<file path="src/rtl/adder_serial_pkg.sv">
// adder_serial_pkg: shared types and constants for the digit-serial adder
package adder_serial_pkg;
  typedef enum logic [1:0] {IDLE, RUN, DONE} adder_serial_state_t;
  localparam int ADDER_DIGIT = 4;
  function automatic int digit_count(input int w, input int d);
    return w / d;
  endfunction
endpackage

</file>
<file path="src/rtl/adder_digit.sv">
// adder_digit: combinational digit-wide adder with carry in/out
module adder_digit #(
  parameter int digit = 4
) (
  input  logic [digit-1:0] a,
  input  logic [digit-1:0] b,
  input  logic             cin,
  output logic [digit-1:0] s,
  output logic             cout
);
  assign {cout, s} = {1'b0, a} + {1'b0, b} + (digit+1)'(cin);
endmodule

</file>
<file path="src/rtl/adder_digit_serial_16.sv">
// adder_digit_serial_16: digit-serial adder, LSD first; define ADDER_SERIAL_SUB_EN for subtract
module adder_digit_serial_16
  import adder_serial_pkg::*;
#(
  parameter int width = 16,
  parameter int digit = ADDER_DIGIT
) (
  input  logic             clk,
  input  logic             reset_n,
  input  logic             start,
  input  logic [width-1:0] a,
  input  logic [width-1:0] b,
`ifdef ADDER_SERIAL_SUB_EN
  input  logic             sub,
`endif
  output logic             busy,
  output logic             done,
  output logic [width-1:0] s,
  output logic             cout
);
  localparam int N = digit_count(width, digit);
  localparam int CW = $clog2(N + 1);
  adder_serial_state_t state_q, state_d;
  logic [CW-1:0] cnt_q, cnt_d;
  logic carry_q, carry_d;
  logic [width-1:0] a_q, a_d, b_q, b_d, s_q, s_d;
  logic [width-digit-1:0] acc_q, acc_d;
  logic cout_q, cout_d;
  logic [digit-1:0] dsum;
  logic dcout, accept, last, sub_w;
`ifdef ADDER_SERIAL_SUB_EN
  assign sub_w = sub;
`else
  assign sub_w = 1'b0;
`endif
  assign accept = state_q != RUN && start;
  assign last = cnt_q == CW'(N - 1);
  adder_digit #(.digit(digit)) u_digit (
    .a   (a_q[digit-1:0]),
    .b   (b_q[digit-1:0]),
    .cin (carry_q),
    .s   (dsum),
    .cout(dcout)
  );
  // state register
  always_ff @(posedge clk or negedge reset_n)
    if (!reset_n) state_q <= IDLE;
    else state_q <= state_d;
  // next state: DONE accepts a new start exactly like IDLE
  always_comb begin
    state_d = accept ? RUN : state_q;
    if (!accept && state_q == RUN) state_d = last ? DONE : RUN;
    if (!accept && state_q == DONE) state_d = IDLE;
  end
  // datapath next values: capture on accept, one digit per RUN cycle, publish on last digit
  always_comb begin
    cnt_d = cnt_q;
    carry_d = carry_q;
    a_d = a_q;
    b_d = b_q;
    acc_d = acc_q;
    s_d = s_q;
    cout_d = cout_q;
    if (accept) begin
      cnt_d = '0;
      carry_d = sub_w;
      a_d = a;
      b_d = sub_w ? ~b : b;
    end else if (state_q == RUN) begin
      cnt_d = cnt_q + CW'(1);
      carry_d = dcout;
      a_d = a_q >> digit;
      b_d = b_q >> digit;
      acc_d = (width-digit)'({dsum, acc_q} >> digit);
      s_d = last ? {dsum, acc_q} : s_q;
      cout_d = last ? dcout : cout_q;
    end
  end
  // datapath registers
  always_ff @(posedge clk or negedge reset_n)
    if (!reset_n) begin
      cnt_q <= '0;
      carry_q <= 1'b0;
      a_q <= '0;
      b_q <= '0;
      acc_q <= '0;
      s_q <= '0;
      cout_q <= 1'b0;
    end else begin
      cnt_q <= cnt_d;
      carry_q <= carry_d;
      a_q <= a_d;
      b_q <= b_d;
      acc_q <= acc_d;
      s_q <= s_d;
      cout_q <= cout_d;
    end
  // handshake outputs decoded from state
  always_comb begin
    busy = state_q == RUN;
    done = state_q == DONE;
  end
  assign s = s_q;
  assign cout = cout_q;
endmodule

</file>
<file path="config.mk">
export PLATFORM = sky130hd
export DESIGN_NAME = adder_digit_serial_16
export DESIGN_NICKNAME = d
export VERILOG_FILES = /design/src/rtl/adder_serial_pkg.sv /design/src/rtl/adder_digit.sv /design/src/rtl/adder_digit_serial_16.sv
export SDC_FILE = /design/constraint.sdc
export NUM_CORES = 1
export LEC_CHECK = 0
export ABC_AREA = 1
export BUFFER_PORTS_ARGS = -buffer_cell sky130_fd_sc_hd__buf_2
export CAP_MARGIN = 20
export CORE_ASPECT_RATIO = 1.2
export CORE_MARGIN = 2
export CORE_UTILIZATION = 46
export DETAILED_ROUTE_END_ITERATION = 8
export PLACE_DENSITY = 0.68
export SYNTH_ARGS = -nofsm -noshare
export SYNTH_HDL_FRONTEND = slang
export SYNTH_SLANG_ARGS = --single-unit
</file>
<file path="constraint.sdc">
create_clock -name clk -period 2 [get_ports clk]
set_input_delay 0.3 -clock clk [delete_from_list [all_inputs] [get_ports clk]]
set_output_delay 0.3 -clock clk [all_outputs]
set_load 0.005 [all_outputs]
</file>
# Word-level counts from Yosys, hierarchy flattened
# Index checks and enable logic that the tools add are counted.
totals:
  in_bits: 35
  register_bits: 67
  out_inout_bits: 19
  wordCells: 36
op_classes:
  addsub: 3
  n_mux: 12
  eq_ne: 4
  n_bitwise: 1
  n_reduce_logical: 8
ops:
  columns: ["cell", "count"]
  rows:
  - ["16-bit 2-to-1 mux", 4]
  - ["2-bit 2-to-1 mux", 4]
  - ["3-bit 2-to-1 mux", 2]
  - ["4-bit by 4-bit adder with 5-bit output", 1]
  - ["5-bit by 1-bit adder with 5-bit output", 1]
  - ["3-bit by 1-bit adder with 3-bit output, second input constant", 1]
  - ["3-bit by 2-bit equality test with 1-bit output, second input constant", 1]
  - ["1-bit logical AND", 3]
  - ["3-bit AND reduction", 1]
  - ["3-bit nonzero test", 1]
  - ["2-bit by 1-bit equality test with 1-bit output, second input constant", 1]
  - ["2-bit equality test, second input constant", 1]
  - ["1-bit 2-to-1 mux", 2]
  - ["2-bit by 1-bit != test with 1-bit output, second input constant", 1]
  - ["2-bit AND reduction", 1]
  - ["2-bit nonzero test", 1]
  - ["1-bit zero test", 1]
  - ["1-bit NOT", 1]

# Longest topological paths before layout
# Gate-level depths: netlist of run 1.
logic_depth:
  depth_word: 6
  mapped_depth: 8
  mapped_depth_nobuf: 8

# Cells and area by module
# Synthesis of run 1 repeated with hierarchy kept, for this count alone.
unflattened:
  cells_unflattened: 343
  area_unflattened_um2: 3049.2
by_module_without_submodules:
  columns: ["mod", "cells_per_inst", "area_per_inst_um2", "seq_area_each_um2", "n_inst"]
  rows:
  - ["adder_digit_serial_16", 318, 2884.0, 1676.6, 1]
  - ["adder_digit", 25, 165.2, 0.0, 1]

# Worst setup path before layout of run 1
# OpenSTA, ideal clock, no wires.
synth_timing:
  kind: "register to register"
  startpoint: "reg carry_q"
  endpoint: "reg carry_q"
  t_arrival_ns: 1.517
  setup_ns: 0.083
  required_ns: 1.917
  path_buffers: 0
  setup_slack_ns: 0.401
  period_less_slack_ns: 1.599
  path_stages_with_launch: 7
  cell_sequence: "dfrtp_1 inv_1 fa_1 fa_1 o21ai_0 nand2_1 o21ai_0"
synth_between:
  elab_chain_cells: 3
synth_rtl:
  columns: ["element", "line_no", "source"]
  rows:
  - ["start, declared", "adder_digit_serial_16.sv:25", "logic carry_q, carry_d;"]
  - ["start signal, assigned", "adder_digit_serial_16.sv:91", "carry_q <= carry_d;"]
  - ["5-bit by 1-bit adder with 5-bit output", "adder_digit.sv:11", "assign {cout, s} = {1'b0, a} + {1'b0, b} + (digit+1)'(cin);"]
  - ["1-bit 2-to-1 mux", "adder_digit_serial_16.sv:69", "end else if (state_q == RUN) begin"]
  - ["1-bit 2-to-1 mux", "adder_digit_serial_16.sv:64", "if (accept) begin"]
# No other way between the ends. The select of a mux whose other input is x is not followed.
# A chain may end at the register's enable or synchronous reset.

# Final worst setup path of run 1
# Same ends and word-level chain as after synthesis.

==> results of run 1 <==
-- critical path: cells and delay by family, from the launching register on --
kind	cells	cell delay, ns
AOI/OAI and AO/OA	2	0.30
adders and majority gates	2	0.87
buffers and inverters	1	0.06
DFF	1	0.33
and+or+nand+nor	1	0.07
-- layout by cell type (no fill, tap or decap), types with 3 or more instances in the layout --
cell type	synthesis	final
o211ai_1	5	5
inv_1	19	19
nand3_1	23	23
nand2_1	137	137
o21ai_0	15	15
dfrtp_1	67	67
o21ai_1	11	11
a21oi_1	3	3
inv_2	3	3
clkbuf_8	0	10
ha_1	5	5
buf_2	7	53
buf_4	2	6
-- area by class of cell --
type                       count  share of cell area (%)
timing repair buffer          61                    10.0
sequential                    67                    49.2
multi-input combinational    210                    28.5
clock buffer                  10                    4.04
inverter                      23                    2.57
tap                           82                    3.01
clock inverter                 6                    2.61
-- state kept, by name (all words and copies together) (netlist names) --
signal	flops
a_q	16
cnt_q	3
acc_q	12
s	16
carry_q	1
b_q	16
state_q	2
cout	1
-- kinds of logic (layout without fill, tap and decap cells) --
group,count (synthesis),count (layout)
flops,67,67
compound gates,36,36
simple gates,166,166
fa+ha+maj,7,7
xor+xnor,1,1
buf+inv,36,100
-- synthesized netlist by cell type (2+ instances only) --
library cell / number / area share, %
buf_2: 7 / 1.3
inv_2: 3 / 0.40
fa_1: 2 / 1.4
nand2_2: 2 / 0.45
dfrtp_1: 67 / 60
inv_1: 19 / 2.5
o21ai_1: 11 / 2.0
o21ai_0: 15 / 2.7
nor2_1: 3 / 0.40
a21oi_1: 3 / 0.54
buf_4: 2 / 0.54
ha_1: 5 / 2.2
o211ai_1: 5 / 1.3
clkbuf_1: 4 / 0.54
nand2_1: 137 / 18
nand3_1: 23 / 4.1
-- layer usage --
layer  vias up  track usage [%]  routed length, um
met5         -                0                  0
met1       999             24.1               2460
li1       1104                -                  -
met2        51             29.6               2660
met4         0             8.61                 73
met3         8             3.95                218
-- power by group --
group	switching, mW	internal (mW)	total [mW]
registers	0.271	1.90	2.17
clock network	0.511	0.735	1.25
logic	1.06	0.688	1.75
-- final timing paths --
kind	to	startpoint	slack, ns	cells past startpoint
min in group asynchronous	s[9]$_DFFE_PN0P_	reset_n	0.42	2
max	carry_q$_DFFE_PN0P_	carry_q$_DFFE_PN0P_	0.29	6
min	b_q[14]$_DFFE_PN0P_	b[14]	0.16	3
min reg2reg	b_q[15]$_DFFE_PN0P_	b_q[15]$_DFFE_PN0P_	0.47	2
max reg2reg	carry_q$_DFFE_PN0P_	carry_q$_DFFE_PN0P_	0.29	6
max in group asynchronous	a_q[4]$_DFFE_PN0P_	reset_n	1.00	3
-- per-stage QoR --
stage / setup slack, ns / power [mW]
4_1_cts: 0.293 / 5.25
5_1_grt: 0.108 / 5.66
3_5_place_dp: 0.313 / 3.98
3_3_place_gp: 0.329 / 3.91
6_report: 0.293 / 5.16
2_1_floorplan: 0.401 / 3.40
==> flow_summary.json, run 1 <==
{
  "seq_area_um2": 1680,
  "fin_cells": 459,
  "p_leak_nw": 1.79,
  "crit_type": "flip-flop to flip-flop",
  "synth-seq-cells": 67,
  "coreArea_um2": 5970,
  "synth_area_per_cell_um2": 8.94,
  "post_cts_buffers": 0,
  "fmax_mhz": 586,
  "drcViolationCount": 0,
  "crit_path_max_incr_delay_ns": 0.46,
  "routedWlPerCell_um": 11.8,
  "synth_nets": 355,
  "ios": 54,
  "n_fill_cell": 566,
  "viasPerCell": 4.71,
  "synth_warnings": 0,
  "synthCells": 313,
  "clkTransAtPathRegs_ns": 0.07,
  "die_h_um": 89.4,
  "cts_tree": "yes",
  "synth_area_um2": 2800,
  "p_per_area_nw_per_um2": 1520,
  "start_util_pct": 46.8,
  "ys_types": 21,
  "end_kind": "flip-flop",
  "setup_viol": 0,
  "cpMaxStageDelayCell": "fa_1",
  "worstMarginPinSlew_ns": 0.467,
  "rsz0062_at_grt": "no",
  "drive_gt1_share_pct": 22.3,
  "dp.cells": 442,
  "drt-total-wl_um": 5410,
  "outcome": "finished clean",
  "fin_tns_setup_ns": 0,
  "vias": 2162,
  "gr-usage-all-layers_pct": 18.5,
  "drtIter0Drc": 147,
  "async_flop_share_pct": 100,
  "synth_top_family_by_area": "simple AND/OR/NAND/NOR gates",
  "slew_violations": 0,
  "dpl-instance-area_um2": 3170,
  "cp.required_ns": 2.25,
  "cts_hold_buf": 1,
  "place_congestion": 0.763,
  "first_pass_iters": 4,
  "max-slew-margin-rel_pct": 68.8,
  "clock_skew_ns": 0.00829,
  "die_w_um": 75.2,
  "multiInputGateArea_um2": 971,
  "worst_hold_slack_ns": 0.160,
  "yosys.area_share.adder_pct": 3.67,
  "post-route-period-util_pct": 85.4,
  "cts_buffers": 9,
  "antenna_found_initial": 0,
  "final_area_um2": 3400,
  "dp_hpwl_um": 3750,
  "critical_path_arrival_ns": 1.96,
  "final_core_util_pct": 57.0,
  "synth_edf_count": 0,
  "h-tree-depth": 3,
  "grt.overflow.total": 0,
  "critical_path.cell_chain": "inv_1, fa_1, fa_1, o21ai_0, nand2_1, o21ai_0",
  "synth_compound_area_share_pct": 7.07,
  "io_buffers": 53,
  "cp_max_fo": 2,
  "synth_mux_area_share_pct": 0,
  "cts_sinks": 67,
  "clockBufferDepth": 2,
  "worstSkewPairLatency_ns": 0.33,
  "ctsResizeCount": 0,
  "rows": 31,
  "cts_root_buf": "clkbuf_8",
  "nets": 414,
  "first_global_vias": 2079,
  "vdd_drop_max_v": 0.000628,
  "die_area_um2": 6720,
  "grt_pass1_wl_um": 9290,
  "synth_ff_type": "dfrtp_1",
  "ant_nets": 0,
  "ys_seq_area_share_pct": 59.9,
  "antenna_cells": 0,
  "maxCapViolCount": 0,
  "synth-simple-area-share_pct": 23.6,
  "grt_start_max_net_pins": 36,
  "syn_to_final_growth_pct": 21.7,
  "holdCritPathClass": "input port to flip-flop",
  "cp-start-kind": "flip-flop",
  "fin_crit_ns": 1.71,
  "synthXorXnorAreaFrac_pct": 0.313,
  "hold_viol": 0
}
Power figures use the tool's default switching activity.
==> run 2, diff against run 1 <==
==> constraint.sdc (replaced) <==
create_clock -name clk -period 2.13 [get_ports clk]
set_input_delay 0.3195 -clock clk [delete_from_list [all_inputs] [get_ports clk]]
set_output_delay 0.3195 -clock clk [all_outputs]
set_load 0.005 [all_outputs]
==> run 2 against run 1 <==
Cell count down 0.22%. Sequential share of layout area is 0.24 points higher. Hold slack better by 0.0037 ns. Clock power shrank 8%. First-iteration DRC count grew 16%. Critical endpoint is now busy.
==> flow_summary.json, run 2 (synthesis results as in run 1) <==
{
  "grt_start_max_net_pins": 34,
  "ant_nets": 0,
  "slew_violations": 0,
  "p_sw_mw": 1.75,
  "worstMarginPinSlew_ns": 0.551,
  "cts_root_buf": "clkbuf_8",
  "critical_path.cell_chain": "inv_2, nor2_2, buf_4, buf_2",
  "hold_viol": 0,
  "clockBufferDepth": 2,
  "syn_to_final_growth_pct": 21.1,
  "start_util_pct": 46.8,
  "io_buffers": 53,
  "cts_hold_buf": 1,
  "worstSkewPairLatency_ns": 0.35,
  "outcome": "finished clean",
  "gr-usage-all-layers_pct": 19.3,
  "cpMaxStageDelayCell": "dfrtp_1",
  "cts_tree": "yes",
  "seq_power_share_pct": 42.3,
  "die_area_um2": 6720,
  "die_h_um": 89.4,
  "dp_hpwl_um": 3750,
  "crit_path_max_incr_delay_ns": 0.43,
  "dp.cells": 441,
  "routedWlPerCell_um": 12.3,
  "fin_tns_setup_ns": 0,
  "cp.required_ns": 1.81,
  "max-slew-margin-rel_pct": 63.3,
  "place_congestion": 0.771,
  "viasPerCell": 4.76,
  "antenna_found_initial": 0,
  "die_w_um": 75.2,
  "setup_viol": 0,
  "nets": 413,
  "cp_max_fo": 31,
  "clock_skew_ns": 0.00960,
  "fin_crit_ns": 1.76,
  "critical_path_arrival_ns": 1.44,
  "ios": 54,
  "grt.overflow.total": 0,
  "grtUsageMet1_pct": 24.0,
  "crit_type": "flip-flop to primary output",
  "p_leak_nw": 1.78,
  "final_common_cell": "nand2_1",
  "swShare_pct": 36.3,
  "power_frac_clock_pct": 23.9,
  "clkTransAtPathRegs_ns": 0.08,
  "drcViolationCount": 0,
  "h-tree-depth": 3,
  "end_kind": "primary output",
  "holdCritPathClass": "input port to flip-flop",
  "vdd_drop_max_v": 0.000729,
  "power_frac_comb_pct": 33.8,
  "critical-path-top-delay-family": "buffers and inverters",
  "maxCapViolCount": 0,
  "coreArea_um2": 5970,
  "first_pass_iters": 4,
  "p_per_area_nw_per_um2": 1420,
  "fmax_mhz": 569,
  "cp-start-kind": "flip-flop",
  "vias": 2181,
  "rows": 31,
  "cts_buffers": 9,
  "met2_usage_pct": 31.3,
  "drt-total-wl_um": 5620,
  "post-route-period-util_pct": 82.5,
  "busiest_layer": "met2",
  "cts_sinks": 67,
  "antenna_cells": 0,
  "grt_pass1_wl_um": 9670,
  "ctsResizeCount": 0,
  "rsz0062_at_grt": "no",
  "path_buf_inv": 3,
  "drtIter0Drc": 170,
  "fin_cells": 458,
  "first_global_vias": 2161,
  "grt_use_met3_pct": 4.17,
  "final_cell_mix": "137 x nand2_1, 67 x dfrtp_1, 53 x buf_2, 23 x nand3_1, 19 x inv_1",
  "drive_gt1_share_pct": 21.8,
  "post_cts_buffers": 0,
  "internal_power_mw": 3.07
}
run 2: cell types whose count changed in the layout (fill, tap and decap cells not counted), sizes merged:
cell,before,now
clkinvlp,2,1
buf,60,59
clkinv,3,4
run 2: through the flow:
step           worst slack, ns  area (um2)  hold WS (ns)  power (mW)  util [%]
2_1_floorplan            0.531        2800        0.0239        3.19         -
3_3_place_gp             0.450        3160         0.335        3.65      52.9
3_5_place_dp             0.417        3160         0.342        3.72      52.9
4_1_cts                  0.357        3390         0.156        4.90      56.7
5_1_grt                  0.190        3390         0.170        5.26      56.7
6_report                 0.372        3390         0.164        4.82      56.7
run 2: worst paths after layout:
path / startpoint / end / slack (ns) / depth (start not counted)
max: state_q[0]$_DFFE_PN0P_ / busy / 0.37 / 4
min: b[15] / b_q[15]$_DFFE_PN0P_ / 0.16 / 3
max reg2reg: carry_q$_DFFE_PN0P_ / carry_q$_DFFE_PN0P_ / 0.39 / 6
min reg2reg: b_q[15]$_DFFE_PN0P_ / b_q[15]$_DFFE_PN0P_ / 0.47 / 2
max in group asynchronous: reset_n / a_q[10]$_DFFE_PN0P_ / 1.04 / 3
min in group asynchronous: reset_n / s[9]$_DFFE_PN0P_ / 0.50 / 2
run 2: power groups by stage:
| stage | Combinational, mW | Sequential (mW) | Clock, mW |
|---|---|---|---|
| global route | 1.92 | 2.10 | 1.23 |
| global placement | 1.61 | 2.05 | 0 |
| CTS | 1.67 | 2.04 | 1.18 |
| floorplan | 1.17 | 2.02 | 0 |
| detailed placement | 1.66 | 2.06 | 0 |
| finish | 1.63 | 2.04 | 1.15 |
run 2: area by class of cell:
class,count,area (um2)
Clock buffer,10,128
Sequential cell,67,1680
Tap cell,82,103
Inverter,23,87.6
Multi-Input combinational cell,210,971
Fill cell,561,2580
Timing Repair Buffer,60,333
Clock inverter,6,90.1
run 2: metal layers:
| layer | share of wire, % | up-vias |
|---|---|---|
| met1 | 44 | 1008 |
| met5 | 0 | - |
| li1 | - | 1102 |
| met2 | 49 | 57 |
| met3 | 4.0 | 14 |
| met4 | 2.7 | 0 |
run 2: worst min-delay path: stages:
cell,delay [ns]
buf_2,0.07
nand2_1,0.04
nand2_1,0.05
==> run 3, diff against run 2 <==
==> constraint.sdc (replaced) <==
create_clock -name clk -period 1.77 [get_ports clk]
set_input_delay 0.2655 -clock clk [delete_from_list [all_inputs] [get_ports clk]]
set_output_delay 0.2655 -clock clk [all_outputs]
set_load 0.005 [all_outputs]
==> run 3 against run 2 <==
Setup slack got worse by 0.24 ns. Count of clock-buffer cells in the layout decreased by 1. Non-clock buffer count increased by 3. Global-route usage decreased by 0.12 points. Sequential cell count unchanged. Sequential share of layout area decreased by 0.91 points. Core utilization increased by 1.1 points. Clock power increased by 19%. Hold slack got worse by 0.043 ns. First-iteration DRC count decreased by 37%. Critical path type is now flip-flop to flip-flop. Critical endpoint is now acc_q[10]$_DFFE_PN0P_. Largest power group unchanged.
==> flow_summary.json, run 3 (synthesis results as in run 1) <==
{
  "final_core_util_pct": 57.8,
  "gr-usage-all-layers_pct": 19.2,
  "n_fill_cell": 579,
  "viasPerCell": 4.75,
  "end_kind": "flip-flop",
  "cts_sinks": 67,
  "syn_to_final_growth_pct": 23.4,
  "vdd_drop_max_v": 0.000766,
  "crit_type": "flip-flop to flip-flop",
  "grt_start_max_net_pins": 32,
  "place_congestion": 0.719,
  "cp_max_fo": 2,
  "drtIter0Drc": 107,
  "antenna_cells": 0,
  "hold_viol": 0,
  "cp.required_ns": 2.03,
  "cts_buffers": 9,
  "critical-path-top-delay-family": "adder cells",
  "grt_pass1_wl_um": 9450,
  "drive_gt1_share_pct": 23.2,
  "power_frac_comb_pct": 35.3,
  "critical_path.cell_chain": "inv_1, fa_1, fa_2, xnor2_1, nand2_1, o21ai_0",
  "clock_skew_ns": 0.00826,
  "first_global_vias": 2050,
  "p_sw_mw": 2.12,
  "crit_path_max_incr_delay_ns": 0.46,
  "holdCritPathClass": "input port to flip-flop",
  "nets": 416,
  "fmax_mhz": 612,
  "cts_root_buf": "clkbuf_8",
  "path_buf_inv": 1,
  "ant_nets": 0,
  "setup_viol": 0,
  "grt.overflow.total": 0,
  "critical_path_arrival_ns": 1.90,
  "io_buffers": 53,
  "ios": 54,
  "start_util_pct": 46.8,
  "seq_power_share_pct": 41.5,
  "fin_crit_ns": 1.63,
  "clockBufferDepth": 2,
  "maxCapViolCount": 0,
  "seq_area_um2": 1680,
  "drcViolationCount": 0,
  "coreArea_um2": 5970,
  "die_h_um": 89.4,
  "fin_tns_setup_ns": 0,
  "p_leak_nw": 1.82,
  "rows": 31,
  "die_area_um2": 6720,
  "multiInputGateArea_um2": 977,
  "worst_hold_slack_ns": 0.121,
  "antenna_found_initial": 0,
  "swShare_pct": 36.0,
  "h-tree-depth": 3,
  "vias": 2189,
  "clkTransAtPathRegs_ns": 0.07,
  "rsz0062_at_grt": "no",
  "cpMaxStageDelayCell": "fa_1",
  "power_mw": 5.90,
  "first_pass_iters": 4,
  "post-route-period-util_pct": 92.3,
  "cts_tree": "yes",
  "internal_power_mw": 3.78,
  "die_w_um": 75.2,
  "worstMarginPinSlew_ns": 0.581,
  "power_frac_clock_pct": 23.2,
  "final_common_cell": "nand2_1",
  "slew_violations": 0,
  "max-slew-margin-rel_pct": 61.3,
  "p_per_area_nw_per_um2": 1710,
  "outcome": "finished clean",
  "routedWlPerCell_um": 12.1,
  "cp-start-kind": "flip-flop",
  "worstSkewPairLatency_ns": 0.34,
  "dp_hpwl_um": 3920,
  "post_cts_buffers": 0,
  "drt-total-wl_um": 5600,
  "final_cell_mix": "137 x nand2_1, 67 x dfrtp_1, 53 x buf_2, 23 x nand3_1, 19 x inv_1"
}
[run 3: final cells by class]
type                       instances  share of cell area, %
clock buffer                       9                   3.59
timing repair buffer              63                   11.3
inverter                          23                   2.54
clock inverter                     7                   2.68
tap                               82                   2.97
sequential                        67                   48.6
multi-input combinational        210                   28.3
[run 3: worst min-delay path: stages]
cell     delay (ns)
buf_2          0.07
nand2_1        0.04
nand2_1        0.05
[run 3: routing by layer]
layer  GRT usage (%)  share of wire [%]  routed length [um]
met5               0                  0                   0
met4            9.09                2.0                 112
met3            4.62                4.2                 236
met2            30.5                 48                2690
met1            24.6                 46                2550
[run 3: worst paths after layout]
kind / start / to / slack (ns) / cells past startpoint
worst min register to register: b_q[12]$_DFFE_PN0P_ / b_q[12]$_DFFE_PN0P_ / 0.47 / 2
min in group asynchronous: reset_n / s[9]$_DFFE_PN0P_ / 0.46 / 2
max in group asynchronous: reset_n / a_q[0]$_DFFE_PN0P_ / 0.75 / 3
worst min-delay path: b[12] / b_q[12]$_DFFE_PN0P_ / 0.12 / 3
worst max register to register: carry_q$_DFFE_PN0P_ / acc_q[10]$_DFFE_PN0P_ / 0.14 / 6
worst max-delay path: carry_q$_DFFE_PN0P_ / acc_q[10]$_DFFE_PN0P_ / 0.14 / 6
[run 3: what timing repair did]
item / in CTS / in global routing
setup endpoints to repair: 0 / 4
endpoints found under the hold margin: 21 / 0
resized for setup: 0 / 4
hold buffers: 1 / 0
[run 3: power by group through the flow]
stage                     Clock (mW)  Combinational [mW]  Sequential (mW)
after CTS                       1.40                2.10             2.46
after floorplan                    0                1.41             2.43
after global placement             0                1.97             2.45
final                           1.37                2.08             2.45
after detailed placement           0                2.08             2.48
after global routing            1.48                2.44             2.53
[run 3: through the flow]
| step | setup slack, ns | instance area [um2] | std cells |
|---|---|---|---|
| after CTS | 0.0233 | 3440 | 461 |
| after detailed placement | 0.0445 | 3220 | 444 |
| final | 0.137 | 3450 | 461 |
| after global routing | 0.0445 | 3450 | 461 |
| after floorplan | 0.171 | 2800 | 313 |
| after global placement | 0.0660 | 3190 | 443 |
